**src/rtl/oclib_csr_arbiter_if.sv**
```systemverilog
// ---------------------------------------------------------------------------
// oclib_csr_arbiter_if
// Bundles the upstream (requester) and downstream (CSR target) signals of
// oclib_csr_arbiter.
//   slave  : arbiter view (takes requests, drives the target port)
//   master : environment view (requesters plus downstream target)
// Signals:
//   inReq/inCsr         per-requester request and flattened request words
//   inAck/inRdata/inError  one-hot completion pulse and response
//   outValid/outCsr     downstream request
//   outReady/outRdata/outError  downstream completion and response
//   grantId             index of current/last grant
// ---------------------------------------------------------------------------
interface oclib_csr_arbiter_if #(
  parameter int Requesters = 2,
  parameter int CsrWidth   = 64,
  parameter int DataWidth  = 32
);
  localparam int GrantWidth = $clog2(Requesters);

  logic [Requesters-1:0]          inReq;
  logic [Requesters*CsrWidth-1:0] inCsr;
  logic [Requesters-1:0]          inAck;
  logic [DataWidth-1:0]           inRdata;
  logic                           inError;
  logic                           outValid;
  logic [CsrWidth-1:0]            outCsr;
  logic                           outReady;
  logic [DataWidth-1:0]           outRdata;
  logic                           outError;
  logic [GrantWidth-1:0]          grantId;

  modport slave (
    input  inReq, inCsr, outReady, outRdata, outError,
    output inAck, inRdata, inError, outValid, outCsr, grantId
  );

  modport master (
    output inReq, inCsr, outReady, outRdata, outError,
    input  inAck, inRdata, inError, outValid, outCsr, grantId
  );
endinterface

```
**src/rtl/oclib_csr_arbiter.sv**
```systemverilog
// ---------------------------------------------------------------------------
// oclib_csr_arbiter
// Round-robin arbiter sharing one downstream CSR target between several
// upstream CSR masters. A granted request is registered onto outCsr and held
// until the target answers with outReady; the response goes back only to the
// granted requester as a one-cycle inAck pulse, followed by one dead cycle
// (DONE) so the requester can release inReq before re-arbitration.
//
// Ports:
//   clock   sole clock
//   resetn  synchronous active-low reset
//   csr     oclib_csr_arbiter_if.slave (requests, responses, downstream port)
//
// Optional feature (macro OC_CSR_ARBITER_TIMEOUT_EN):
//   a 16-bit BUSY counter; if the target has not answered by the time it
//   reaches TimeoutCycles-1, the requester is acked with inError=1 and
//   inRdata=0. outReady in that same cycle still wins.
// ---------------------------------------------------------------------------
module oclib_csr_arbiter #(
  parameter int Requesters    = 2,
  parameter int CsrWidth      = 64,
  parameter int DataWidth     = 32,
  parameter int TimeoutCycles = 1024
) (
  input logic                clock,
  input logic                resetn,
  oclib_csr_arbiter_if.slave csr
);
  localparam int GW = $clog2(Requesters);

  if (Requesters < 2 || Requesters > 16 || TimeoutCycles < 2) begin : g_param_err
    $error("oclib_csr_arbiter: illegal parameter value");
  end

  typedef enum logic [1:0] {IDLE, BUSY, DONE} state_t;

  state_t                state_q, state_d;
  logic                  valid_q, valid_d;
  logic [CsrWidth-1:0]   csr_q, csr_d;
  logic [Requesters-1:0] ack_q, ack_d;
  logic [DataWidth-1:0]  rdata_q, rdata_d;
  logic                  err_q, err_d;
  logic [GW-1:0]         gid_q, gid_d;
  logic [GW-1:0]         last_q, last_d;
`ifdef OC_CSR_ARBITER_TIMEOUT_EN
  logic [15:0]           cnt_q, cnt_d;
`endif

  // Unflatten the request words so the grant index can select one directly.
  logic [CsrWidth-1:0] req_csr [Requesters];
  for (genvar i = 0; i < Requesters; i++) begin : g_unpack
    assign req_csr[i] = csr.inCsr[i*CsrWidth +: CsrWidth];
  end

  // Round-robin pick: scan upward from lastGrant+1, wrapping. Offset
  // Requesters lands back on lastGrant itself, so it is considered last.
  logic [GW-1:0] pick, cand;
  logic          found;
  always_comb begin
    pick  = '0;
    cand  = '0;
    found = 1'b0;
    for (int k = 1; k <= Requesters; k++) begin
      cand = GW'((int'(last_q) + k) % Requesters);
      if (!found && csr.inReq[cand]) begin
        found = 1'b1;
        pick  = cand;
      end
    end
  end

  always_comb begin
    state_d = state_q;
    valid_d = valid_q;
    csr_d   = csr_q;
    ack_d   = '0;
    rdata_d = rdata_q;
    err_d   = err_q;
    gid_d   = gid_q;
    last_d  = last_q;
`ifdef OC_CSR_ARBITER_TIMEOUT_EN
    cnt_d   = cnt_q;
`endif
    case (state_q)
      IDLE: begin
        if (found) begin
          csr_d   = req_csr[pick];
          valid_d = 1'b1;
          gid_d   = pick;
          last_d  = pick;
          state_d = BUSY;
`ifdef OC_CSR_ARBITER_TIMEOUT_EN
          cnt_d   = '0;
`endif
        end
      end
      BUSY: begin
        if (csr.outReady) begin
          ack_d[gid_q] = 1'b1;
          rdata_d      = csr.outRdata;
          err_d        = csr.outError;
          valid_d      = 1'b0;
          state_d      = DONE;
        end
`ifdef OC_CSR_ARBITER_TIMEOUT_EN
        else if (cnt_q == 16'(TimeoutCycles - 1)) begin
          ack_d[gid_q] = 1'b1;
          rdata_d      = '0;
          err_d        = 1'b1;
          valid_d      = 1'b0;
          state_d      = DONE;
        end else begin
          cnt_d = cnt_q + 16'd1;
        end
`endif
      end
      DONE:    state_d = IDLE;
      default: state_d = IDLE;
    endcase
  end

  always_ff @(posedge clock) begin
    if (!resetn) begin
      state_q <= IDLE;
      valid_q <= 1'b0;
      csr_q   <= '0;
      ack_q   <= '0;
      rdata_q <= '0;
      err_q   <= 1'b0;
      gid_q   <= '0;
      // Pointer at the top index so the next scan starts at requester 0.
      last_q  <= GW'(Requesters - 1);
`ifdef OC_CSR_ARBITER_TIMEOUT_EN
      cnt_q   <= '0;
`endif
    end else begin
      state_q <= state_d;
      valid_q <= valid_d;
      csr_q   <= csr_d;
      ack_q   <= ack_d;
      rdata_q <= rdata_d;
      err_q   <= err_d;
      gid_q   <= gid_d;
      last_q  <= last_d;
`ifdef OC_CSR_ARBITER_TIMEOUT_EN
      cnt_q   <= cnt_d;
`endif
    end
  end

  assign csr.outValid = valid_q;
  assign csr.outCsr   = csr_q;
  assign csr.inAck    = ack_q;
  assign csr.inRdata  = rdata_q;
  assign csr.inError  = err_q;
  assign csr.grantId  = gid_q;
endmodule

```
**src/flat_wrapper.sv**
```systemverilog
// flat-port wrapper written by rule: the top's interface ports become plain ports
module oclib_csr_arbiter_flat 
#(
  parameter int Requesters    = 2,
  parameter int CsrWidth      = 64,
  parameter int DataWidth     = 32,
  parameter int TimeoutCycles = 1024
)
  (clock, resetn, csr_inReq, csr_inCsr, csr_outReady, csr_outRdata, csr_outError, csr_inAck, csr_inRdata, csr_inError, csr_outValid, csr_outCsr, csr_grantId);
  oclib_csr_arbiter_if #(.Requesters(Requesters), .CsrWidth(CsrWidth), .DataWidth(DataWidth)) csr_i ();
  input logic clock;
  input logic resetn;
  input wire logic [$bits(csr_i.inReq)-1:0] csr_inReq;
  input wire logic [$bits(csr_i.inCsr)-1:0] csr_inCsr;
  input wire logic [$bits(csr_i.outReady)-1:0] csr_outReady;
  input wire logic [$bits(csr_i.outRdata)-1:0] csr_outRdata;
  input wire logic [$bits(csr_i.outError)-1:0] csr_outError;
  output wire logic [$bits(csr_i.inAck)-1:0] csr_inAck;
  output wire logic [$bits(csr_i.inRdata)-1:0] csr_inRdata;
  output wire logic [$bits(csr_i.inError)-1:0] csr_inError;
  output wire logic [$bits(csr_i.outValid)-1:0] csr_outValid;
  output wire logic [$bits(csr_i.outCsr)-1:0] csr_outCsr;
  output wire logic [$bits(csr_i.grantId)-1:0] csr_grantId;
  assign csr_i.inReq = csr_inReq;
  assign csr_i.inCsr = csr_inCsr;
  assign csr_i.outReady = csr_outReady;
  assign csr_i.outRdata = csr_outRdata;
  assign csr_i.outError = csr_outError;
  assign csr_inAck = csr_i.inAck;
  assign csr_inRdata = csr_i.inRdata;
  assign csr_inError = csr_i.inError;
  assign csr_outValid = csr_i.outValid;
  assign csr_outCsr = csr_i.outCsr;
  assign csr_grantId = csr_i.grantId;
  oclib_csr_arbiter #(.Requesters(Requesters), .CsrWidth(CsrWidth), .DataWidth(DataWidth), .TimeoutCycles(TimeoutCycles)) u_core (.clock(clock), .resetn(resetn), .csr(csr_i));
endmodule
```
**config.mk**
```make
export PLATFORM = sky130hd
export DESIGN_NAME = oclib_csr_arbiter_flat
export DESIGN_NICKNAME = d
export VERILOG_FILES = /design/src/rtl/oclib_csr_arbiter_if.sv /design/src/rtl/oclib_csr_arbiter.sv /design/src/flat_wrapper.sv
export SDC_FILE = /design/constraint.sdc
export NUM_CORES = 1
export LEC_CHECK = 0
export ABC_AREA = 1
export CAP_MARGIN = 20
export CORE_MARGIN = 8
export CORE_UTILIZATION = 40
export CTS_CLUSTER_DIAMETER = 50
export DETAILED_ROUTE_END_ITERATION = 7
export PLACE_DENSITY = 0.79
export SLEW_MARGIN = 20
export SYNTH_ARGS = -nofsm -noshare
export SYNTH_HDL_FRONTEND = slang
export SYNTH_SLANG_ARGS = --single-unit
```
**constraint.sdc**
```tcl
create_clock -name clock -period 1.2 [get_ports clock]
set_input_delay 0.36 -clock clock [delete_from_list [all_inputs] [get_ports clock]]
set_output_delay 0.36 -clock clock [all_outputs]
set_load 0.005 [all_outputs]
```
==> impl_metrics.ini <==
[critical_path]
worstSetupStartpoint = u_core.state_q[1]
endpoint_kind = register
slowest_stage = dfxtp_1
r2r-end = u_core.csr.outCsr[20]
cp_data_arrival_time_ns = 1.50
path_max_fanout = 7
crit_family = buffers and inverters
path_cells = inv_2 > nand2_2 > nor2_4 > buf_12 > clkbuf_16 > nand2_2 > nor2_1 > nor2_1
reg2reg_slack_ns = -0.06
r2r_start = u_core.state_q[1]
reg2regPathDepth = 8
cpPeakStageDelay_ns = 0.34
critPathLaunchType = register
required_ns = 1.45
worst-path-buf-inv = 3
crit_type = register to register

[finish]
final_nets = 1285
diodes = 0
final_cell_mix = nand2_1, nor2_1, clkdlybuf4s50_1, inv_1, buf_2
final_area_mm2 = 0.008325
area_growth_pct = 65.03
final_common_cell = nand2_1
drive_above_1_share_pct = 25.62

[global_routing]
grt_max_degree = 49
track_usage_pct = 20.01
antenna_found_initial = 0
grt-ovfl-total = 0
grt_pass1_vias = 5140
grt_pass1_wl_mm = 26.25

[timing]
min_period_ns = 1.258
skew_ns = 0.01138
max_freq_mhz = 794.8
fin_hold_ws_ns = 0.4207
relSlewSlack_pct = 84.54
period_share_pct = 104.9
drv_slew = 0
setup_viol = 37
rsz0062_at_grt = yes
hold_viol = 0
worst_slack_ns = -0.05820
tightest_slew_ns = 0.2319

[clock_network]
htree_levels = 3
clock_latency_ns = 0.35
clock-root-buffer = clkbuf_16
cts_made_buffers = 9
clock-sinks = 104
clockBufferDepth = 2
postCtsHoldBufs = 0
clk_pin_slew_worst_paths_ns = 0.07
cts_tree = done

[run]
drv_cap = 0

[die]
rows = 41
coreArea_mm2 = 0.01247
die_x_um = 128.3
io_pins = 267
dieHeight_um = 128.3
die-area_mm2 = 0.01646
start_util_pct = 40.47

[yosys]
syn_area_mm2 = 0.005045
yosysUniqueCellTypes = 17
syn_nets = 1016
syn_area_per_cell_um2 = 5.935
postSynthCellCount = 850
ys_ff_latch = 104
yosysSeqAreaShare_pct = 41.27
yosys_warnings = 0

[hold_path]
holdPathStages = 4
holdCritPathClass = primary input to register
hold_end = u_core.csr.outValid
min_from = csr_outReady

[status]
status = finished, violations left
failed_checks = setup timing

[drt]
vias = 5615
vias_per_cell = 4.333
post-route-drc-count = 0
drt-wirelength-per-cell_um = 13.98
drtIter0Drc = 338
first_pass_iters = 5
drt-total-wl_mm = 18.12
drtAntennaViolNets = 0

[power_and_ir_drop]
leakagePower_uw = 0.004466
irDropWorstVdd_mv = 1.258
powerDensity_mw_per_mm2 = 1169

[placement]
place_area_mm2 = 0.007936
portBuffers = 266
place_hpwl_mm = 12.21
gp_congestion = 0.7791
## layer usage
layer	track usage (%)	share of wire, %	vias up
met5	0	0	-
met3	9.359	11	7
met1	21.38	38	2444
met4	5.105	0.70	0
met2	34.85	50	190
li1	-	-	2974
## metrics by stage
step / TNS (ns) / setup slack [ns] / power (uW) / instances / utilization, %
floorplan: 0 / 0.07434 / 5282 / 850 / -
global placement: -41.61 / -0.4920 / 6799 / 1264 / 63.67
detailed placement: -43.77 / -0.5274 / 6835 / 1264 / 63.67
CTS: -0.001957 / -0.001957 / 9523 / 1286 / 63.93
global route: -4.808 / -0.1125 / 10330 / 1296 / 66.79
finish: -1.038 / -0.05820 / 9730 / 1296 / 66.79
## worst reg2reg max path: stages (launching register included)
cell and delay, ns:
dfxtp_1 0.34, inv_2 0.07, nand2_2 0.06, nor2_4 0.12, buf_12 0.16, clkbuf_16 0.19
nand2_2 0.07, nor2_1 0.11, nor2_1 0.04
## synth_stat cells
cell type | n | area share (%)
a21oi_1 | 3 | 0.30
and3_1 | 1 | 0.12
buf_2 | 24 | 2.4
buf_4 | 2 | 0.30
buf_6 | 8 | 1.8
clkbuf_1 | 10 | 0.74
dfxtp_1 | 104 | 41
inv_1 | 133 | 9.9
nand2_1 | 264 | 20
nand2_2 | 1 | 0.12
nand3_1 | 2 | 0.20
nor2_1 | 261 | 19
nor2_2 | 1 | 0.12
nor2_4 | 1 | 0.22
nor3_1 | 1 | 0.099
o21ai_0 | 29 | 2.9
o21ai_1 | 5 | 0.50
## cells by family (layout without fill, tap and decap cells)
logic type	after synthesis	after routing	share of synthesized area (%)
compound gates	37	37	3.670
flops	104	104	41.27
buf+inv	177	451	15.10
simple gates	532	532	39.96
## power breakdown
part / leakage, uW / switching [uW] / internal, uW
clock network: 0.000144 / 1390 / 1450
registers: 0.000889 / 164 / 3860
logic: 0.00343 / 1390 / 1470
## timing repair
action,4_1_cts,5_1_grt
pin swaps,4,19
setup endpoints to repair,167,111
gates resized for setup,501,68
setup buffers,4,2
gates cloned,2,8
## worst max path at each step
stage	to	slack (ns)	cells past startpoint
final	u_core.csr.outCsr[20]	-0.06	8
after global routing	u_core.csr.outCsr[44]	-0.11	8
after CTS	csr_grantId	-0.002	1
after detailed placement	u_core.csr.outCsr[7]	-0.53	7
after global placement	u_core.csr.outCsr[32]	-0.49	7
after floorplan	u_core.csr.outCsr[14]	0.07	6
## cell type report
class	count	area, um2
Fill cell	1094	4140
Timing Repair Buffer	302	2759
Multi-Input combinational cell	569	2369
Sequential cell	104	2193
Inverter	133	499.2
Clock buffer	9	225.2
Tap cell	172	215.2
Clock inverter	7	65.06
## registers in the layout, indices dropped and copies added, names as in the netlist
register             cells
u_core.state_q           2
u_core.csr.outCsr       64
u_core.last_q            1
u_core.csr.inRdata      32
u_core.csr.inError       1
u_core.csr.inAck         2
u_core.csr.outValid      1
u_core.csr.grantId       1
Power figures use the tool's default switching activity.
